## config.mk

```make
export PLATFORM = sky130hd
export DESIGN_NAME = ym3438_reg_decode
export DESIGN_NICKNAME = d
export VERILOG_FILES = /design/src/rtl/ym3438_reg_decode.sv
export SDC_FILE = /design/constraint.sdc
export NUM_CORES = 1
export LEC_CHECK = 0
export ABC_AREA = 0
export BUFFER_PORTS_ARGS = -buffer_cell sky130_fd_sc_hd__buf_2
export CELL_PAD_IN_SITES_DETAIL_PLACEMENT = 2
export CELL_PAD_IN_SITES_GLOBAL_PLACEMENT = 2
export CORE_UTILIZATION = 36
export CTS_CLUSTER_SIZE = 20
export DETAILED_ROUTE_END_ITERATION = 7
export GPL_ROUTABILITY_DRIVEN = 0
export PLACE_DENSITY = 0.94
export SETUP_SLACK_MARGIN = 0.3
export SYNTH_ARGS = -nofsm -noshare
export SYNTH_HDL_FRONTEND = slang
export SYNTH_SLANG_ARGS = --single-unit
```

## constraint.sdc

```tcl
create_clock -name MCLK -period 4.5 [get_ports MCLK]
set_input_delay 0.45 -clock MCLK [delete_from_list [all_inputs] [get_ports MCLK]]
set_output_delay 0.45 -clock MCLK [all_outputs]
set_load 0.05 [all_outputs]
```

## src/rtl/ym3438_reg_decode.sv

```systemverilog
`default_nettype none
// ============================================================================
// Module      : ym3438_reg_decode
// Description : Register-write decoder behind the host I/O stage. Latches the
//               9-bit register address, holds the global registers
//               (0x21-0x2C) and turns data writes into single-cycle
//               registered strobes for the operator/channel register files.
//               It also keeps the shared frequency high-byte latches and
//               produces the key-on, timer-reset and DAC outputs.
// Ports       : MCLK/reset         - clock, synchronous active-high reset
//               write_addr_en      - address-write strobe, loads {bank,data}
//               write_data_en      - data-write strobe, decoded vs latched addr
//               data_bus, bank     - host byte and register bank
//               reg_21..reg_2c     - global register contents
//               dac_data, dac_en   - DAC byte and enable (0x2A / 0x2B[7])
//               timer_*_rst        - timer reset pulses from 0x27 writes
//               kon_*              - key-on strobe and fields
//               op_*               - operator register write strobe and fields
//               ch_wr, ch_reg      - channel register write strobe (0xB0-0xB6)
//               fnum_wr, fnum_ch3  - frequency write strobe (0xA0-0xAA)
//               wr_ch, wr_data     - channel index / payload for writes
// Revision    : 1.0 - initial release
// ============================================================================
module ym3438_reg_decode (
    input  logic        MCLK,
    input  logic        reset,
    input  logic        write_addr_en,
    input  logic        write_data_en,
    input  logic [7:0]  data_bus,
    input  logic        bank,
    output logic [7:0]  reg_21,
    output logic [3:0]  reg_22,
    output logic [7:0]  reg_24,
    output logic [1:0]  reg_25,
    output logic [7:0]  reg_26,
    output logic [7:0]  reg_27,
    output logic        timer_a_rst,
    output logic        timer_b_rst,
    output logic        kon_wr,
    output logic [2:0]  kon_ch,
    output logic [3:0]  kon_op,
    output logic [7:0]  dac_data,
    output logic        dac_en,
    output logic [4:0]  reg_2c,
    output logic        op_wr,
    output logic [2:0]  op_reg,
    output logic [2:0]  op_ch,
    output logic [1:0]  op_slot,
    output logic        ch_wr,
    output logic        ch_reg,
    output logic        fnum_wr,
    output logic        fnum_ch3,
    output logic [2:0]  wr_ch,
    output logic [13:0] wr_data
);

    logic [8:0] r_addr;
    logic [5:0] r_fnum_hi;
    logic [5:0] r_ch3_hi;

    // Decode always looks at the previously latched address, so a combined
    // address+data write hits the old register and retargets afterwards.
    logic [7:0] w_a;
    logic       w_bk;
    logic       w_not3;
    logic       w_glob;
    logic       w_kon;
    logic       w_op;
    logic       w_fnum_lo;
    logic       w_fnum_hi;
    logic       w_ch3_lo;
    logic       w_ch3_hi;
    logic       w_ch;
    logic [2:0] w_ch_idx;

    assign w_a       = r_addr[7:0];
    assign w_bk      = r_addr[8];
    assign w_not3    = (w_a[1:0] != 2'd3);
    assign w_glob    = write_data_en && !w_bk && (w_a[7:4] == 4'h2);
    // Key-on with channel field 3 is an invalid channel and is dropped.
    assign w_kon     = w_glob && (w_a[3:0] == 4'h8) && (data_bus[1:0] != 2'd3);
    assign w_op      = write_data_en && w_not3 && (w_a[7:4] >= 4'h3) && (w_a[7:4] <= 4'h9);
    assign w_fnum_lo = write_data_en && w_not3 && (w_a[7:2] == 6'h28);
    assign w_fnum_hi = write_data_en && w_not3 && (w_a[7:2] == 6'h29);
    assign w_ch3_lo  = write_data_en && w_not3 && (w_a[7:2] == 6'h2A);
    assign w_ch3_hi  = write_data_en && w_not3 && (w_a[7:2] == 6'h2B);
    assign w_ch      = write_data_en && w_not3 && (w_a[7:3] == 5'h16);
    // Bank 1 covers channels 3..5.
    assign w_ch_idx  = {1'b0, w_a[1:0]} + (w_bk ? 3'd3 : 3'd0);

    always_ff @(posedge MCLK) begin
        if (reset) begin
            r_addr      <= 9'd0;
            r_fnum_hi   <= 6'd0;
            r_ch3_hi    <= 6'd0;
            reg_21      <= 8'd0;
            reg_22      <= 4'd0;
            reg_24      <= 8'd0;
            reg_25      <= 2'd0;
            reg_26      <= 8'd0;
            reg_27      <= 8'd0;
            dac_data    <= 8'd0;
            dac_en      <= 1'b0;
            reg_2c      <= 5'd0;
            timer_a_rst <= 1'b0;
            timer_b_rst <= 1'b0;
            kon_wr      <= 1'b0;
            kon_ch      <= 3'd0;
            kon_op      <= 4'd0;
            op_wr       <= 1'b0;
            op_reg      <= 3'd0;
            op_ch       <= 3'd0;
            op_slot     <= 2'd0;
            ch_wr       <= 1'b0;
            ch_reg      <= 1'b0;
            fnum_wr     <= 1'b0;
            fnum_ch3    <= 1'b0;
            wr_ch       <= 3'd0;
            wr_data     <= 14'd0;
        end else begin
            timer_a_rst <= 1'b0;
            timer_b_rst <= 1'b0;
            kon_wr      <= 1'b0;
            op_wr       <= 1'b0;
            ch_wr       <= 1'b0;
            fnum_wr     <= 1'b0;

            if (write_addr_en) begin
                r_addr <= {bank, data_bus};
            end

            if (w_glob) begin
                case (w_a[3:0])
                    4'h1: reg_21   <= data_bus;
                    4'h2: reg_22   <= data_bus[3:0];
                    4'h4: reg_24   <= data_bus;
                    4'h5: reg_25   <= data_bus[1:0];
                    4'h6: reg_26   <= data_bus;
                    4'h7: begin
                        reg_27      <= data_bus;
                        timer_a_rst <= data_bus[4];
                        timer_b_rst <= data_bus[5];
                    end
                    4'hA: dac_data <= data_bus;
                    4'hB: dac_en   <= data_bus[7];
                    4'hC: reg_2c   <= data_bus[7:3];
                    default: ;
                endcase
            end

            if (w_kon) begin
                kon_wr  <= 1'b1;
                kon_ch  <= {data_bus[2], data_bus[1:0]};
                kon_op  <= data_bus[7:4];
                wr_data <= {6'd0, data_bus};
            end

            if (w_op) begin
                op_wr   <= 1'b1;
                // 0x30 is group 0; wraps naturally through 0x9F -> 6.
                op_reg  <= w_a[6:4] - 3'd3;
                op_ch   <= w_ch_idx;
                op_slot <= w_a[3:2];
                wr_data <= {6'd0, data_bus};
            end

            // High-byte latches are shared by all channels and both banks.
            if (w_fnum_hi) begin
                r_fnum_hi <= data_bus[5:0];
            end
            if (w_ch3_hi) begin
                r_ch3_hi <= data_bus[5:0];
            end

            if (w_fnum_lo) begin
                fnum_wr  <= 1'b1;
                fnum_ch3 <= 1'b0;
                wr_ch    <= w_ch_idx;
                wr_data  <= {r_fnum_hi, data_bus};
            end

            // Channel-3 special mode: wr_ch carries the slot index, not a channel.
            if (w_ch3_lo) begin
                fnum_wr  <= 1'b1;
                fnum_ch3 <= 1'b1;
                wr_ch    <= {1'b0, w_a[1:0]};
                wr_data  <= {r_ch3_hi, data_bus};
            end

            if (w_ch) begin
                ch_wr   <= 1'b1;
                ch_reg  <= w_a[2];
                wr_ch   <= w_ch_idx;
                wr_data <= {6'd0, data_bus};
            end
        end
    end

endmodule
`default_nettype wire

```

==> results of run 1 <==
## worst max-delay path, cell delays in order, from the launching register on
cell and delay [ns]:
dfxtp_1 0.35, inv_1 0.13, ha_1 0.20, nand4bb_1 0.64
nor4_4 1.25, nor4_4 0.26, mux2i_1 0.21
## metal layers
| layer | wire [um] | global-route usage (%) | up-vias |
|---|---|---|---|
| met5 | 0 | 0 | - |
| met4 | 379 | 11.4 | 0 |
| met3 | 737 | 7.32 | 25 |
| met2 | 8200 | 43.8 | 88 |
| met1 | 6140 | 27.0 | 1807 |
| li1 | - | - | 1705 |
## cell usage in the layout (no fill, tap or decap), types with 2 or more instances in the layout
master     Yosys  final
mux2i_1      100    100
nor2_1        86     86
a21oi_1        4      4
clkinv_2       0      2
a211o_1        2      2
or4_4          2      2
o21a_1         6      6
nor2b_1        2      2
ha_1           5      5
clkbuf_8       0      6
clkbuf_16      0     17
a211oi_1       3      3
buf_2          7    103
nor4b_1        7      6
inv_1          7      7
nor3_1         3      3
and3b_1        2      2
nor4_4         7      7
nor4_1         2      2
clkbuf_1      23      4
nor3_2         3      3
buf_4          1      3
nand2_1        5      5
nand2b_1      33     33
dfxtp_1      113    113
nand3_1        3      3
or3_1          2      2
## cells in the mapped netlist, types with 2 or more instances
cell type	count
a211o_1	2
a211oi_1	3
a21oi_1	4
and3b_1	2
buf_2	7
buf_6	6
clkbuf_1	23
dfxtp_1	113
ha_1	5
inv_1	7
mux2i_1	100
nand2_1	5
nand2b_1	33
nand3_1	3
nor2_1	86
nor2b_1	2
nor3_1	3
nor3_2	3
nor4_1	2
nor4_4	7
nor4b_1	7
o21a_1	6
or3_1	2
or4_4	2
## logic make-up after synthesis
kind of cell | synth area share [%]
AOI/OAI and AO/OA | 3.33
adders and majority gates | 1.76
and+or+nand+nor | 20.8
buffers and inverters | 4.74
DFF | 48.1
muxes | 21.3
## path summary, 6_finish.rpt
path                             endpoint                    from  slack, ns
setup / recovery  wr_data[3]$_SDFFE_PP0P_  r_addr[4]$_SDFFE_PP0P_       1.30
hold / removal     r_addr[8]$_SDFFE_PP0P_                    bank       0.33
setup reg to reg  wr_data[3]$_SDFFE_PP0P_  r_addr[4]$_SDFFE_PP0P_       1.30
hold reg to reg     wr_ch[2]$_SDFFE_PP0P_   wr_ch[2]$_SDFFE_PP0P_       0.48
## per-stage QoR
step           utilization (%)  hold slack [ns]  power [mW]  cells
2_1_floorplan                -            0.460        1.17    450
3_3_place_gp              41.6            0.452        1.21    691
3_5_place_dp              41.6            0.474        1.22    691
4_1_cts                   46.1            0.311        2.52    722
5_1_grt                   46.1            0.330        2.57    722
6_report                  46.1            0.330        2.50    722
## final cells by class
cell class                 instances  share of cell area (%)
clock buffer                      27                    8.96
clock inverter                     4                   0.815
inverter                           7                   0.450
multi-input combinational        293                    38.1
sequential                       113                    38.8
tap                              172                    3.69
timing repair buffer             106                    9.22
## power groups by stage
stage	clock network, mW	logic, mW	registers, mW
after floorplan	0	0.0949	1.08
after global routing	1.36	0.172	1.04
final	1.29	0.162	1.04
after global placement	0	0.152	1.06
after detailed placement	0	0.159	1.06
after CTS	1.32	0.164	1.04
==> summary.txt, run 1 <==
Die
  • Core ar.: 12700 sq um
  • Die X: 116 um
  • Boundary Pins: 105
  • Die ar.: 13500 sq um
  • Initial Util: 37.1%
  • Row count: 41
  • Die Ht: 116 um

CTS
  • CTS Sinks: 113
  • Total CTS buffers: 17
  • Number of post-CTS setup repair buffers: 0
  • CTS tree: built
  • Bufs on Longest Clock Path: 2
  • CTS clk-pin slew, worst paths: 0.05 ns
  • H-Tree Level Count: 4
  • Post-CTS Hold Fix Bufs: 0
  • Cts repair resizes: 0
  • Worst skew pair latency: 0.42 ns
  • Root Buffer: clkbuf_16

GRT
  • Total GRT Usage: 24.7%
  • Vias in the first global route: 4064
  • First-pass GRT wire length: 23.9 mm
  • Largest net degree at the start of global routing: 117
  • Grt total ovfl: 0
  • Initial antenna violation count: 0

Final layout
  • Fraction of layout cells with a size suffix above 1: 27.3%
  • Top reg by flops: wr_data
  • Area growth from synthesis to layout: 24.1%
  • Seq. cell area: 2260 sq um
  • Footprint of the multi-input gates: 2220 sq um
  • Largest registers: wr_data: 14 flops, r_addr: 9 flops
  • Final Cell Area: 5840 sq um
  • Layout fillers: 1342
  • Antenna Cells: 0
  • Nets: 557
  • Largest register FFs: 14

Power
  • Register share of total power: 41.7%
  • Lkg Pwr: 2.46 nW
  • Pwr Density: 428 nW/um^2
  • Comb pwr share: 6.5%
  • Clk pwr share: 51.8%
  • Switch Pwr: 0.593 mW
  • P_int: 1.90 mW
  • Worst vdd ir: 192 uV
  • Sw frac: 23.7%

STA
  • RSZ-0062 raised after global routing: no
  • Slew margin rel.: 18.2%
  • Final number of max-transition violations: 0
  • Skew final: 0.00927 ns
  • TNS Setup: 0 ns
  • Fin. Hold Viols: 0
  • Setup Viol. Count Final: 0
  • Period utilization: 71.1%
  • Least-Margin Pin Slew: 1.22 ns
  • Final Critical Period: 3.20 ns
  • Fmax: 0.313 GHz
  • Setup ws final: 1.30 ns

Drt
  • Routed vias/inst: 5.02
  • DRT antenna net count: 0
  • WL final: 15.5 mm
  • Routed len/inst: 21.4 um
  • Residual DRC: 0
  • Routed vias: 3625
  • Detailed Route Iter0 Violations: 194
  • DR pass1 iterations: 4

Worst setup path
  • Worst r2r path cells: 6
  • CP Data Arrival Time: 3.46 ns
  • Crit path max fanout: 15
  • Crit end category: flop
  • Worst Path Required: 4.77 ns
  • Setup crit start kind: flop
  • Worst Path Class, Setup: reg2reg

Placement
  • Post-DP Area: 5270 sq um
  • Pre-CTS setup slack: 1.42 ns
  • IO Port Bufs: 104
  • DP Wirelength: 9.75 mm

Logic synthesis
  • Post-synth net total: 469
  • Flops & latches, synth: 113
  • Post-synthesis sequential area ratio: 48.1%
  • Most used DFF post-synth: dfxtp_1
  • Synth Cell Area: 4700 sq um
  • Avg Inst Size Synth: 10.5 sq um
  • Synth area leaders: dfxtp_1, mux2i_1, nor2_1
  • Leading area contributor after synthesis: dfxtp_1
  • Mapped Cells: 450
  • Async SR Flop Fraction: 0%
  • Unique masters post-synth: 41
  • Post-synth EDFFs: 0
  • Yosys warning total: 0
  • Synth top area share: 48.1%

Worst hold path
  • Min-Delay Path Depth: 3
  • Worst hold path type: in2reg

Run
  • Max-cap violation count: 0

Outcome
  • Status: complete, no violations
Note: power is estimated with default switching activity, not from simulation.
==> run 2: changes to the inputs <==
--- a/config.mk
+++ b/config.mk
@@ -9,11 +9,11 @@
 export BUFFER_PORTS_ARGS = -buffer_cell sky130_fd_sc_hd__buf_2
 export CELL_PAD_IN_SITES_DETAIL_PLACEMENT = 2
 export CELL_PAD_IN_SITES_GLOBAL_PLACEMENT = 2
-export CORE_UTILIZATION = 36
+export CORE_UTILIZATION = 34
 export CTS_CLUSTER_SIZE = 20
 export DETAILED_ROUTE_END_ITERATION = 7
 export GPL_ROUTABILITY_DRIVEN = 0
-export PLACE_DENSITY = 0.94
+export PLACE_DENSITY = 0.9
 export SETUP_SLACK_MARGIN = 0.3
 export SYNTH_ARGS = -nofsm -noshare
 export SYNTH_HDL_FRONTEND = slang
==> constraint.sdc (replaced) <==
create_clock -name MCLK -period 3.25 [get_ports MCLK]
set_input_delay 0.325 -clock MCLK [delete_from_list [all_inputs] [get_ports MCLK]]
set_output_delay 0.325 -clock MCLK [all_outputs]
set_load 0.05 [all_outputs]
==> run 2 against run 1 <==
  * Worst hold slack got worse by 0.19 ns
  * Power increased by 50%
  * Final cell count increased by 1.1%
  * Sequential power increased by 38%
  * First-iteration DRC count decreased by 25%
  * Clock-buffer cell count decreased by 4
  * Worst setup slack got worse by 0.66 ns
  * Sequential cell count unchanged
  * Core utilization decreased by 1.5 points
  * Register-to-register slack got worse by 0.66 ns
  * Via count decreased by 0.50%
==> summary.txt, run 2 (same netlist as run 1, synthesis figures left out) <==
Die
  • Die ar.: 14300 sq um (+5.8%)
  • Die Ht: 120 um (+2.9%)
  • Row count: 42 (+2.4%)
  • Boundary Pins: 105 (unchanged)
  • Core ar.: 13300 sq um (+5.3%)
  • Initial Util: 35.2% (-1.9 points)
  • Die X: 120 um (+2.9%)

Power
  • Sw frac: 22.6% (-1.2 points)
  • Worst vdd ir: 341 uV (+77%)
  • Clk pwr share: 55.5% (+3.7 points)
  • Switch Pwr: 0.842 mW (+42%)
  • Lkg Pwr: 2.52 nW (+2.1%)
  • Register share of total power: 38.5% (-3.2 points)
  • Comb pwr share: 6.0% (-0.5 points)
  • P_int: 2.89 mW (+52%)
  • Tot Pwr: 3.73 mW (+50%)
  • Pwr Density: 628 nW/um^2 (+47%)

GRT
  • Grt total ovfl: 0 (unchanged)
  • First-pass GRT wire length: 23.4 mm (-2.1%)
  • Initial antenna violation count: 0 (unchanged)
  • Largest net degree at the start of global routing: 89 (-24%)
  • Total GRT Usage: 22.1% (-2.6 points)
  • Vias in the first global route: 4086 (+0.54%)

Worst setup path
  • Max incr delay on CP: 0.85 ns (-0.40 ns)
  • Worst Path Required: 3.52 ns (-1.25 ns)
  • CP Data Arrival Time: 2.88 ns (-0.58 ns)
  • Worst Path Class, Setup: reg2reg
  • Setup crit start kind: flop
  • Reg2reg setup slack: 0.64 ns (-0.66 ns)
  • Crit path max fanout: 17 (+2)
  • Crit-path slowest cell: dfxtp_1
  • Critical-path cell list: nand2b_1, nor4_4, buf_4, mux2i_1, nor2_1
  • Crit end category: flop

Final layout
  • Layout fillers: 1431 (+6.6%)
  • Antenna Cells: 0 (unchanged)
  • Most frequent cells in the layout: dfxtp_1, buf_2, mux2i_1, nor2_1, nand2b_1
  • Largest register FFs: 14 (unchanged)
  • Largest registers: wr_data: 14 flops, r_addr: 9 flops
  • Most common cell after layout, fill and taps aside: dfxtp_1
  • Nets: 560 (+0.54%)
  • Fraction of layout cells with a size suffix above 1: 28.0% (+0.71 points)
  • Area growth from synthesis to layout: 26.5%
  • Top reg by flops: wr_data

CTS
  • Bufs on Longest Clock Path: 2 (unchanged)
  • CTS clk-pin slew, worst paths: 0.05 ns (about the same)
  • Root Buffer: clkbuf_16
  • H-Tree Level Count: 4 (unchanged)
  • Post-CTS Hold Fix Bufs: 0 (unchanged)
  • Cts repair resizes: 0 (unchanged)
  • Number of post-CTS setup repair buffers: 0 (unchanged)
  • CTS Sinks: 113 (unchanged)
  • CTS tree: built
  • Total CTS buffers: 17 (unchanged)
  • Worst skew pair latency: 0.43 ns (about the same)

Placement
  • DP Wirelength: 9.76 mm (about the same)
  • IO Port Bufs: 104 (unchanged)

STA
  • TNS Setup: 0 ns (unchanged)
  • RSZ-0062 raised after global routing: no
  • Skew final: 0.00801 ns (-0.00125 ns)
  • Slew margin rel.: 43.9% (+26 points)
  • Period utilization: 80.2% (+9.1 points)
  • Fmax: 0.384 GHz (+23%)
  • Setup Viol. Count Final: 0 (unchanged)
  • Least-Margin Pin Slew: 0.842 ns (-0.377 ns)
  • Fin. Hold Viols: 0 (unchanged)
  • Final number of max-transition violations: 0 (unchanged)
  • Final Critical Period: 2.61 ns (-0.591 ns)

Drt
  • Routed len/inst: 20.2 um (-5.5%)
  • DRT antenna net count: 0 (unchanged)
  • WL final: 14.8 mm (-4.4%)
  • Routed vias: 3607 (-0.50%)
  • DR pass1 iterations: 4 (unchanged)
  • Routed vias/inst: 4.94 (-1.6%)
  • Residual DRC: 0 (unchanged)
  • Detailed Route Iter0 Violations: 146 (-25%)

Worst hold path
  • Worst hold path type: in2reg

Run
  • Max-cap violation count: 0 (unchanged)

Outcome
  • Status: complete, no violations
## run 2: cell count changes in the layout (fill, tap and decap cells not counted)
cell,delta
buf_4,+3
clkbuf_1,-1
clkbuf_8,-3
inv_6,+1
bufinv_16,+4
## run 2: path summary, 6_finish.rpt
| check | start | to | depth (start not counted) |
|---|---|---|---|
| worst max-delay path | r_addr[3]$_SDFFE_PP0P_ | kon_op[1]$_SDFFE_PP0P_ | 5 |
| worst min-delay path | bank | r_addr[8]$_SDFFE_PP0P_ | 3 |
| worst max register to register | r_addr[3]$_SDFFE_PP0P_ | kon_op[1]$_SDFFE_PP0P_ | 5 |
| worst min register to register | ch_reg$_SDFFE_PP0P_ | ch_reg$_SDFFE_PP0P_ | 2 |
## run 2: layout make-up
type,count,area [sq um],area share [%]
Sequential cell,113,2260,38.0
Multi-Input combinational cell,293,2220,37.4
Timing Repair Buffer,109,561,9.42
Clock buffer,23,478,8.04
Tap cell,176,220,3.70
Clock inverter,9,176,2.97
Inverter,7,26.3,0.442
## run 2: worst max-delay path, delay by kind of cell (launching register included)
family                 cells  cell delay, ns
and+or+nand+nor            3            1.05
DFF                        1            0.85
buffers and inverters      1            0.31
muxes                      1            0.23
## run 2: stage by stage
stage	setup slack [ns]	util (%)	instances	area [sq um]	hold WS [ns]
floorplan	1.36	-	450	4700	0.460
global placement	0.883	39.7	698	5290	0.451
detailed placement	0.692	39.7	698	5290	0.467
CTS	0.648	44.6	730	5950	0.131
global route	0.480	44.6	730	5950	0.152
finish	0.644	44.6	730	5950	0.143
## run 2: per-layer routing
| metal | wire [um] | GRT usage (%) |
|---|---|---|
| met1 | 6030 | 23.9 |
| met2 | 7710 | 39.6 |
| met3 | 674 | 5.99 |
| met4 | 356 | 10.6 |
| met5 | 0 | 0 |
## run 2: power groups by stage
stage / logic [mW] / clock network (mW) / registers, mW
floorplan: 0.131 / 0 / 1.49
global placement: 0.213 / 0 / 1.46
detailed placement: 0.221 / 0 / 1.47
CTS: 0.226 / 2.10 / 1.44
global route: 0.238 / 2.17 / 1.44
finish: 0.223 / 2.07 / 1.44
